## config.mk

```make
export PLATFORM = sky130hd
export DESIGN_NAME = pipe_stage_buf
export DESIGN_NICKNAME = d
export VERILOG_FILES = /design/src/rtl/pipe_stage_buf.sv
export SDC_FILE = /design/constraint.sdc
export NUM_CORES = 1
export LEC_CHECK = 0
export CAP_MARGIN = 20
export CORE_MARGIN = 10
export CORE_UTILIZATION = 40
export DETAILED_ROUTE_END_ITERATION = 8
export REMOVE_ABC_BUFFERS = 1
export SLEW_MARGIN = 20
export SYNTH_ARGS = -nofsm -noshare
export SYNTH_HDL_FRONTEND = slang
export SYNTH_SLANG_ARGS = --single-unit
```

## constraint.sdc

```tcl
create_clock -name CLK -period 6.54 [get_ports CLK]
set_input_delay 1.308 -clock CLK [delete_from_list [all_inputs] [get_ports CLK]]
set_output_delay 1.308 -clock CLK [all_outputs]
set_load 0.05 [all_outputs]
```

## src/rtl/pipe_stage_buf.sv

```systemverilog
// pipe_stage_buf: elastic pipeline-stage register with a DEPTH-entry skid buffer.
// Upstream sees a registered in_ready, so it never waits on a combinational path
// from out_ready. A synchronous flush squashes every held entry. An empty stage
// drives BUBBLE on out_data.
// Ports:
//   CLK, RST             rising-edge clock, asynchronous active-high reset
//   in_valid/in_ready    upstream handshake (in_ready registered)
//   in_data              upstream payload
//   out_valid/out_ready  downstream handshake (out_valid registered)
//   out_data             head payload, BUBBLE while out_valid=0
//   flush                squash all held entries at the next edge
//   count                current occupancy
module pipe_stage_buf #(
  parameter int unsigned       DATA_W = 64,
  parameter int unsigned       DEPTH  = 2,
  parameter logic [DATA_W-1:0] BUBBLE = '0,
  parameter int unsigned       CNT_W  = $clog2(DEPTH + 1)
) (
  input  logic              CLK,
  input  logic              RST,
  input  logic              in_valid,
  output logic              in_ready,
  input  logic [DATA_W-1:0] in_data,
  output logic              out_valid,
  input  logic              out_ready,
  output logic [DATA_W-1:0] out_data,
  input  logic              flush,
  output logic [CNT_W-1:0]  count
);

  localparam int unsigned      PTR_W = (DEPTH > 1) ? $clog2(DEPTH) : 1;
  localparam logic [PTR_W-1:0] LAST  = PTR_W'(DEPTH - 1);
  localparam logic [CNT_W-1:0] FULL  = CNT_W'(DEPTH);

  logic [DATA_W-1:0] mem [DEPTH];
  logic [PTR_W-1:0]  wr_ptr, rd_ptr, wr_ptr_nxt, rd_ptr_nxt;
  logic [CNT_W-1:0]  count_nxt, remain;
  logic [DATA_W-1:0] out_data_nxt;
  logic              push, pop, write_en;

  // Pointer advance with explicit wrap; DEPTH need not be a power of two.
  function automatic logic [PTR_W-1:0] ptr_inc(input logic [PTR_W-1:0] p);
    return (p == LAST) ? '0 : p + PTR_W'(1);
  endfunction

  assign push     = in_valid & in_ready;
  assign pop      = out_valid & out_ready;
  assign write_en = push & ~flush;

  // Next-state: flush wins over any handshake in the same cycle.
  always_comb begin
    wr_ptr_nxt   = wr_ptr;
    rd_ptr_nxt   = rd_ptr;
    count_nxt    = count;
    remain       = count;
    out_data_nxt = BUBBLE;
    if (flush) begin
      wr_ptr_nxt = '0;
      rd_ptr_nxt = '0;
      count_nxt  = '0;
    end else begin
      if (push) wr_ptr_nxt = ptr_inc(wr_ptr);
      if (pop)  rd_ptr_nxt = ptr_inc(rd_ptr);
      count_nxt = count + CNT_W'(push) - CNT_W'(pop);
      remain    = count - CNT_W'(pop);
      // Next head is an already-stored entry, or the incoming beat if nothing remains.
      if (remain != '0)  out_data_nxt = mem[rd_ptr_nxt];
      else if (push)     out_data_nxt = in_data;
    end
  end

  // Payload storage; contents only matter while counted as occupied.
  always_ff @(posedge CLK) begin
    if (write_en) mem[wr_ptr] <= in_data;
  end

  // Control and output registers.
  always_ff @(posedge CLK or posedge RST) begin
    if (RST) begin
      wr_ptr    <= '0;
      rd_ptr    <= '0;
      count     <= '0;
      in_ready  <= 1'b0;
      out_valid <= 1'b0;
      out_data  <= BUBBLE;
    end else begin
      wr_ptr    <= wr_ptr_nxt;
      rd_ptr    <= rd_ptr_nxt;
      count     <= count_nxt;
      in_ready  <= (count_nxt < FULL) | flush;
      out_valid <= (count_nxt != '0);
      out_data  <= out_data_nxt;
    end
  end

endmodule
```

==> results.toml, run 1 <==
[global_routing]
grt_use_total = 0.159
grt_antenna_before_repair = 1
grt_pass1_wl_um = 38300
grt_pass1_vias = 6871
grt_overflow_total = 0
grt_max_degree = 68

[yosys]
synth_area_per_cell_um2 = 13.9
ys_ff_latch = 198
synth_cells = 684
synth_area_mm2 = 0.00948
ys_seq_area_frac = 0.590
yosys_warnings = 0
synth_cell_type_count = 31

[clock_tree]
cts_buffers = 17
post_cts.repair.setup_buffers = 0
hold_buffers = 0
clock-sinks = 198
cts_resized = 0
insertion_delay_ps = 430
clkSlewWorstSetupHoldPaths_ps = 70
clock_path_buffers = 2
cts_tree = "yes"
htreeDepth = 4
root_buffer = "clkbuf_16"

[die]
die_area_mm2 = 0.0302
fp-row-count = 56
dieWidth_um = 174
coreArea_mm2 = 0.0234
die_y_um = 174
boundaryPins = 137
initial_core_util = 0.405

[routing]
drt_iter0_markers = 324
avgViaCountPerCell = 5.54
first_pass_iters = 5
num_vias = 6159
wirelength_um = 24500
drc = 0
wl_per_cell_um = 22.0
ant_nets = 0

[timing]
final-setup-viol-count = 0
post-route-period-util = 0.602
final_max_slew_viol_count = 0
setup_ws_ps = 2600
fin_crit_ps = 3940
rsz0062_at_grt = "no"
hold_viol = 0
slew_headroom = 0.305
skew_ps = 11.5
max_clock_freq_mhz = 254
finalSetupTns_ps = 0
worst_pin_slew_ps = 1040

[placed_design]
hpwl_um = 13300
pre_cts_ws_ps = 2230
io_buffers = 136
dp_cells = 1078
routabilityCongestion = 0.720

[worst_hold_path]
hold_path.class = "reg2reg"

[worst_setup_path]
end_kind = "register"
path_cells = "clkdlybuf4s50_1 -> and3b_2 -> buf_4 -> or3_2 -> buf_4 -> a21oi_1"
crit_arrival_ps = 4210
crit_type = "in2reg"
critPathTopFamily = "buffers and inverters"
max_stage_delay_ps = 650
reg2reg_setup_slack_ps = 3580
path_max_fanout = 65
cp-start-kind = "input port"
crit_slowest_cell = "buf_4"
crit_path_frequent_cell = "buf_4"
worst-path-buf-inv = 3
required_ps = 6810

[layout]
finalCoreUtilization = 0.491
final_common_cell = "clkdlybuf4s50_1"
fin_nets = 848
syn2layout_area_growth_pct = 21.3
most-common-layout-cells = "135 x clkdlybuf4s50_1, 128 x edfxtp_1, 126 x mux2i_1"
layout-drive-gt1-share = 0.145
fin_cells = 1111

[power]
ir_worst_vdd_mv = 0.190
leakage_nw = 4.15
pwr_density_cell_mw_per_mm2 = 438
total_power_w = 0.00504

[outcome]
outcome = "finished, final reports clean"

[run]
cap_violations = 0
-- path summary, 6_finish.rpt --
check | startpoint | to | cells past startpoint
worst max register to register | out_valid | out_data[48] | 5
worst max-delay path | out_ready | out_data[48] | 6
worst min register to register | wr_ptr | wr_ptr | 2
min in group asynchronous | RST | out_data[56] | 2
max in group asynchronous | RST | rd_ptr | 3
worst min-delay path | wr_ptr | wr_ptr | 2
-- flip-flops by register name (all words and copies together) (netlist names) --
signal	flops
count	2
in_ready	1
mem	128
out_data	64
out_valid	1
rd_ptr	1
wr_ptr	1
-- logic make-up after synthesis --
family,count (synthesis),share of synthesized area
flip-flops,198,0.590
multiplexers,189,0.208
AO/OA/AOI/OAI,133,0.0969
AND/OR/NAND/NOR,83,0.0535
buffers and inverters,75,0.0453
XOR/XNOR,5,0.00462
adder cells (fa/ha/maj),1,0.00132
-- metrics by stage --
stage	hold WS (ps)	area, µm²
after detailed placement	593	10900
final	607	11500
after floorplan	525	9050
after global placement	571	10900
after CTS	608	11500
after global routing	667	11500
-- layer usage --
metal	global-route usage	wire [µm]	share of wire
met1	0.185	10400	0.43
met2	0.283	12600	0.52
met3	0.0420	1180	0.048
met4	0.0431	250	0.010
met5	0	0	0
-- layout make-up --
class | instances | area [µm²]
diodes | 1 | 2.50
fillers | 2110 | 11900
repair buffers | 148 | 1450
well taps | 319 | 399
multi-input cells | 411 | 3480
clock inverters | 10 | 93.8
flip-flops and latches | 198 | 5600
inverters | 2 | 8.76
clock buffers | 22 | 464
-- synth_stat cells (all sizes together) --
| master | count | area (µm²) |
|---|---|---|
| edfxtp | 128 | 3840 |
| mux2i | 126 | 1260 |
| dfrtp | 70 | 1750 |
| and3 | 66 | 413 |
| a21oi | 64 | 320 |
| o41ai | 64 | 561 |
| mux2 | 63 | 709 |
| clkbuf | 39 | 146 |
| buf | 34 | 275 |
| xnor2 | 4 | 35.0 |
| nand2 | 3 | 11.3 |
| nand3 | 3 | 15.0 |
| and2 | 2 | 12.5 |
| inv | 2 | 7.50 |
| nor2 | 2 | 7.51 |
| nor3 | 2 | 10.0 |
| a21boi | 1 | 7.51 |
| a41oi | 1 | 8.76 |
| and3b | 1 | 8.76 |
| ha | 1 | 12.5 |
| nand3b | 1 | 7.51 |
| nand4b | 1 | 8.76 |
| nor2b | 1 | 6.26 |
| o21a | 1 | 7.51 |
| o21ai | 1 | 5.00 |
| o31a | 1 | 8.76 |
| or3 | 1 | 6.26 |
| xor2 | 1 | 8.76 |
-- power by group --
| part | internal [W] | switching, W | leakage [nW] |
|---|---|---|---|
| Combinational | 0.000796 | 0.00148 | 1.80 |
| Clock | 0.000548 | 0.000449 | 0.269 |
| Sequential | 0.00161 | 0.000146 | 2.08 |
-- worst register-to-register path, delay by kind of cell (launching register included) --
family | cells | cell delay, ps
flops | 1 | 520
compound gates | 1 | 200
simple gates | 2 | 880
buf+inv | 2 | 1200
No activity file was read; power rests on OpenSTA's default activity.
==> run 2, diff against run 1 <==
Clock period 6.54 ns to 3.9 ns, I/O delays scaled along.
==> run 2 against run 1 <==
Worst setup slack lost 1400 ps. Combinational power grew 72%. Count of clock-buffer cells in the layout shrank 1. Largest power group unchanged.
==> results.toml, run 2 (same netlist as run 1, synthesis figures left out) <==
[clock_tree]
clock_path_buffers = 2
cts_buffers = 17
hold_buffers = 0
root_buffer = "clkbuf_16"
clock-sinks = 198
htreeDepth = 4
insertion_delay_ps = 430
cts_resized = 0
post_cts.repair.setup_buffers = 0
clkSlewWorstSetupHoldPaths_ps = 70
cts_tree = "yes"

[routing]
first_pass_iters = 4
avgViaCountPerCell = 5.67
wl_per_cell_um = 23.2
drt_iter0_markers = 414
drc = 0
ant_nets = 0
wirelength_um = 25900
num_vias = 6334

[timing]
final_max_slew_viol_count = 0
hold_ws_ps = 606
max_clock_freq_mhz = 374
final-setup-viol-count = 0
hold_viol = 0
finalSetupTns_ps = 0
post-route-period-util = 0.685
worst_pin_slew_ps = 894
setup_ws_ps = 1230
fin_crit_ps = 2670
skew_ps = 14.1
slew_headroom = 0.404
rsz0062_at_grt = "no"

[power]
p_int_w = 0.00503
leakage_nw = 4.20
pwr_density_cell_mw_per_mm2 = 742
ir_worst_vdd_mv = 0.334
p_sw_w = 0.00358
pwr-share-seq = 0.343
p_sw_frac = 0.416
clock_power_share = 0.201
total_power_w = 0.00861
combPwrFrac = 0.456

[worst_setup_path]
r2r-start = "count[1]"
timing.rr.end = "out_data[62]"
cp-start-kind = "input port"
reg2reg_setup_slack_ps = 1380
crit_slowest_cell = "or3_2"
r2r_cells = 4
crit_arrival_ps = 3000
end_kind = "register"
required_ps = 4230
path_max_fanout = 33
max_stage_delay_ps = 850
cp-endpoint = "out_data[62]"
path_cells = "clkdlybuf4s50_1 -> and3b_2 -> or3_2 -> buf_12 -> a41oi_1"
crit_type = "in2reg"
crit_start = "out_ready"

[global_routing]
grt_pass1_wl_um = 40500
gr-usage-met2 = 0.294
grt.busiest_layer = "met2"
grt_pass1_vias = 6942
grt_antenna_before_repair = 1
grt_use_met1 = 0.209
grt_overflow_total = 0
grt_use_total = 0.170
grt_max_degree = 68
grt_use_met3 = 0.0440

[placed_design]
pre_cts_ws_ps = 830
routabilityCongestion = 0.711
io_buffers = 136
hpwl_um = 14600

[layout]
layout-drive-gt1-share = 0.153
regMostFlops = "mem"
final_common_cell = "clkdlybuf4s50_1"
syn2layout_area_growth_pct = 22.4
reg_top3 = "mem: 128 flops, out_data: 64 flops, count: 2 flops"
most-common-layout-cells = "135 x clkdlybuf4s50_1, 128 x edfxtp_1, 126 x mux2i_1"
fin_nets = 855
largest_reg_flops = 128

[die]
die_y_um = 174
coreArea_mm2 = 0.0234
dieWidth_um = 174
die_area_mm2 = 0.0302
fp-row-count = 56
initial_core_util = 0.405
boundaryPins = 137

[worst_hold_path]
hold_path.class = "in2async"

[run]
cap_violations = 0

[outcome]
outcome = "finished, final reports clean"
-- run 2: worst min-delay path by stage --
stage | end | slack (ps) | startpoint
floorplan | wr_ptr | 520 | wr_ptr
global placement | wr_ptr | 570 | wr_ptr
detailed placement | wr_ptr | 600 | wr_ptr
CTS | out_data[35] | 610 | RST
global route | out_data[35] | 620 | RST
finish | out_data[35] | 610 | RST
-- run 2: per-layer routing --
layer / vias to the layer above / wire length (µm)
li1: 2879 / -
met1: 3262 / 10900
met2: 176 / 13300
met3: 17 / 1470
met4: 0 / 192
met5: - / 0
-- run 2: critical path, delay by kind of cell --
| kind | cells | cell delay, ps |
|---|---|---|
| and+or+nand+nor | 2 | 1130 |
| buffers and inverters | 2 | 880 |
| AOI/OAI and AO/OA | 1 | 190 |
-- run 2: power by group through the flow --
stage / Clock, W / Sequential (W) / Combinational (W)
2_1_floorplan: 0 / 0.00419 / 0.00142
3_3_place_gp: 0 / 0.00299 / 0.00389
3_5_place_dp: 0 / 0.00300 / 0.00395
4_1_cts: 0.00178 / 0.00296 / 0.00396
5_1_grt: 0.00187 / 0.00300 / 0.00415
6_report: 0.00173 / 0.00295 / 0.00393
-- run 2: layout make-up --
type,count,area [µm²]
Tap cell,319,399
Sequential cell,198,5600
Inverter,2,8.76
Fill cell,2086,11800
Multi-Input combinational cell,411,3480
Clock inverter,11,126
Timing Repair Buffer,155,1540
Clock buffer,21,440
Antenna cell,1,2.50
-- run 2: per-stage QoR --
stage                     cells   util  instance area [µm²]
after CTS                  1117  0.496                11600
after detailed placement   1085  0.471                11000
after global routing       1117  0.496                11600
after floorplan             611      -                 9050
final                      1118  0.496                11600
after global placement     1085  0.471                11000
==> RTL edit, RTL diff (config.mk and constraints of run 2) <==
Reset style: synchronous (`RST`), changed in one clocked block. Comments in the files are not updated.
--- a/src/rtl/pipe_stage_buf.sv
+++ b/src/rtl/pipe_stage_buf.sv
@@ -75,7 +75,7 @@
   end
 
   // Control and output registers.
-  always_ff @(posedge CLK or posedge RST) begin
+  always_ff @(posedge CLK) begin
     if (RST) begin
       wr_ptr    <= '0;
       rd_ptr    <= '0;
Function: differs if RST is asserted again (counterexample within 4 cycles, from zero or initial values and one cycle with RST high); with RST held inactive, the same outputs for 4 cycles.
==> RTL edit against run 2 <==
Area after synthesis decreased by 3.7%; setup slack got worse by 0.27 ns; count of clock-buffer cells in the layout decreased by 2; sequential cell count unchanged; first-iteration DRC count increased by 7.2%; non-clock buffer count decreased by 2; final area decreased by 2.4%; die area decreased by 3.3%; core utilization increased by 0.59 points; sequential share of layout area decreased by 1.9 points; wire length decreased by 7.5%; critical path type is now register to primary output.
Power is not compared: it rests on default switching activity, and its combinational part moved more than twofold at a synthesized area within 25%.
==> RTL edit: results (changes against run 2) <==
- The worst slack on hold paths was 0.610 ns (+0.00415 ns).
* Multiplexer share of the synthesized area: 21.6% (+0.80 points)
- The first-pass detailed-route iteration total came to 5 (+1).
* DP HPWL: 14000 µm (-4.0%)
- Number of DRC violations after detailed-routing iteration 0: 444 (+7.2%)
* Vias per cell: 5.68 (+0.34%)
- The sequential area share after synthesis came to 57.5% (-1.6 points).
* Final period utilization: 75.4% (+6.9 points)
- Outcome: completed
- The cell count of the worst reg-to-reg path was 3 (-1).
- The flop-to-flop setup slack came to 1.52 ns (+0.14 ns).
- Measured slew at the worst slew-check pin: 0.872 ns (-0.0220 ns)
* Routed length on met1: 10500 µm (-4.2%)
* Met3 WL post-DR: 1450 µm (-1.6%)
* Synth Area in XOR/XNOR: 0.480% (+0.018 points)
- Clock skew after layout: 0.0135 ns (-0.000573 ns)
* Routed length on met2: 11900 µm (-11%)
- Instance area after placement: 10700 µm² (-3.2%)
- Share of the synthesized area in compound gates (AO/OA/AOI/OAI): 10.4% (+0.72 points)
- Synth top area cells: sky130_fd_sc_hd__edfxtp_1, sky130_fd_sc_hd__dfxtp_1, sky130_fd_sc_hd__mux2i_1
* Vias in the first global route: 6559 (-5.5%)
* First-pass GRT wire length: 37000 µm (-8.6%)
- The weighted congestion reported at the end of routability-driven placement was 0.733 (+3.2%).
- Total global routing track utilization: 16.3% (-0.71 points)
- List of most frequent post-synthesis cells: sky130_fd_sc_hd__edfxtp_1, sky130_fd_sc_hd__mux2i_1, sky130_fd_sc_hd__dfxtp_1, sky130_fd_sc_hd__and3_1
- Slowest-stage cell, CP: sky130_fd_sc_hd__clkdlybuf4s50_1
- The signal arrival time at the worst endpoint is 2.16 ns (-0.84 ns).
## RTL edit: changes by cell type after synthesis, moves of 2 or more
cell and delta:
sky130_fd_sc_hd__nand3_1 -2, sky130_fd_sc_hd__a21oi_1 -5, sky130_fd_sc_hd__buf_4 +6, sky130_fd_sc_hd__a21oi_2 +5, sky130_fd_sc_hd__clkbuf_1 -4, sky130_fd_sc_hd__buf_6 -8, sky130_fd_sc_hd__dfrtp_1 -70, sky130_fd_sc_hd__o21ai_0 +2
sky130_fd_sc_hd__dfxtp_1 +70, sky130_fd_sc_hd__buf_2 +4
## RTL edit: routing by layer
metal	vias to the layer above	global-route usage, %
li1	2874	-
met5	-	0
met1	3078	20.0
met3	14	4.17
met4	0	3.82
met2	196	27.9
## RTL edit: final timing paths
kind	endpoint	from
setup reg to reg	mem[1][50]	in_ready
setup / recovery	in_ready	in_ready
hold / removal	wr_ptr	wr_ptr
hold reg to reg	wr_ptr	wr_ptr
## RTL edit: power breakdown
group	total, mW	leakage (nW)	internal [mW]	switching, mW
Clock	1.91	0.306	1.12	0.790
Combinational	0.543	1.75	0.218	0.324
Sequential	2.33	1.73	2.29	0.0365
Total	4.78	3.79	3.63	1.15
## RTL edit: through the flow
step | cells | TNS, ns
after floorplan | 613 | -251.01
after global placement | 1051 | 0
after detailed placement | 1051 | 0
after CTS | 1083 | 0
after global routing | 1084 | 0
final | 1084 | 0
## RTL edit: area by class of cell
| type | count | area [µm²] |
|---|---|---|
| timing repair buffer | 153 | 1530 |
| clock inverter | 13 | 193 |
| multi-input combinational | 414 | 3530 |
| antenna | 1 | 2.50 |
| sequential | 198 | 5250 |
| clock buffer | 19 | 453 |
| fill | 1944 | 11300 |
| inverter | 1 | 3.75 |
| tap | 285 | 357 |
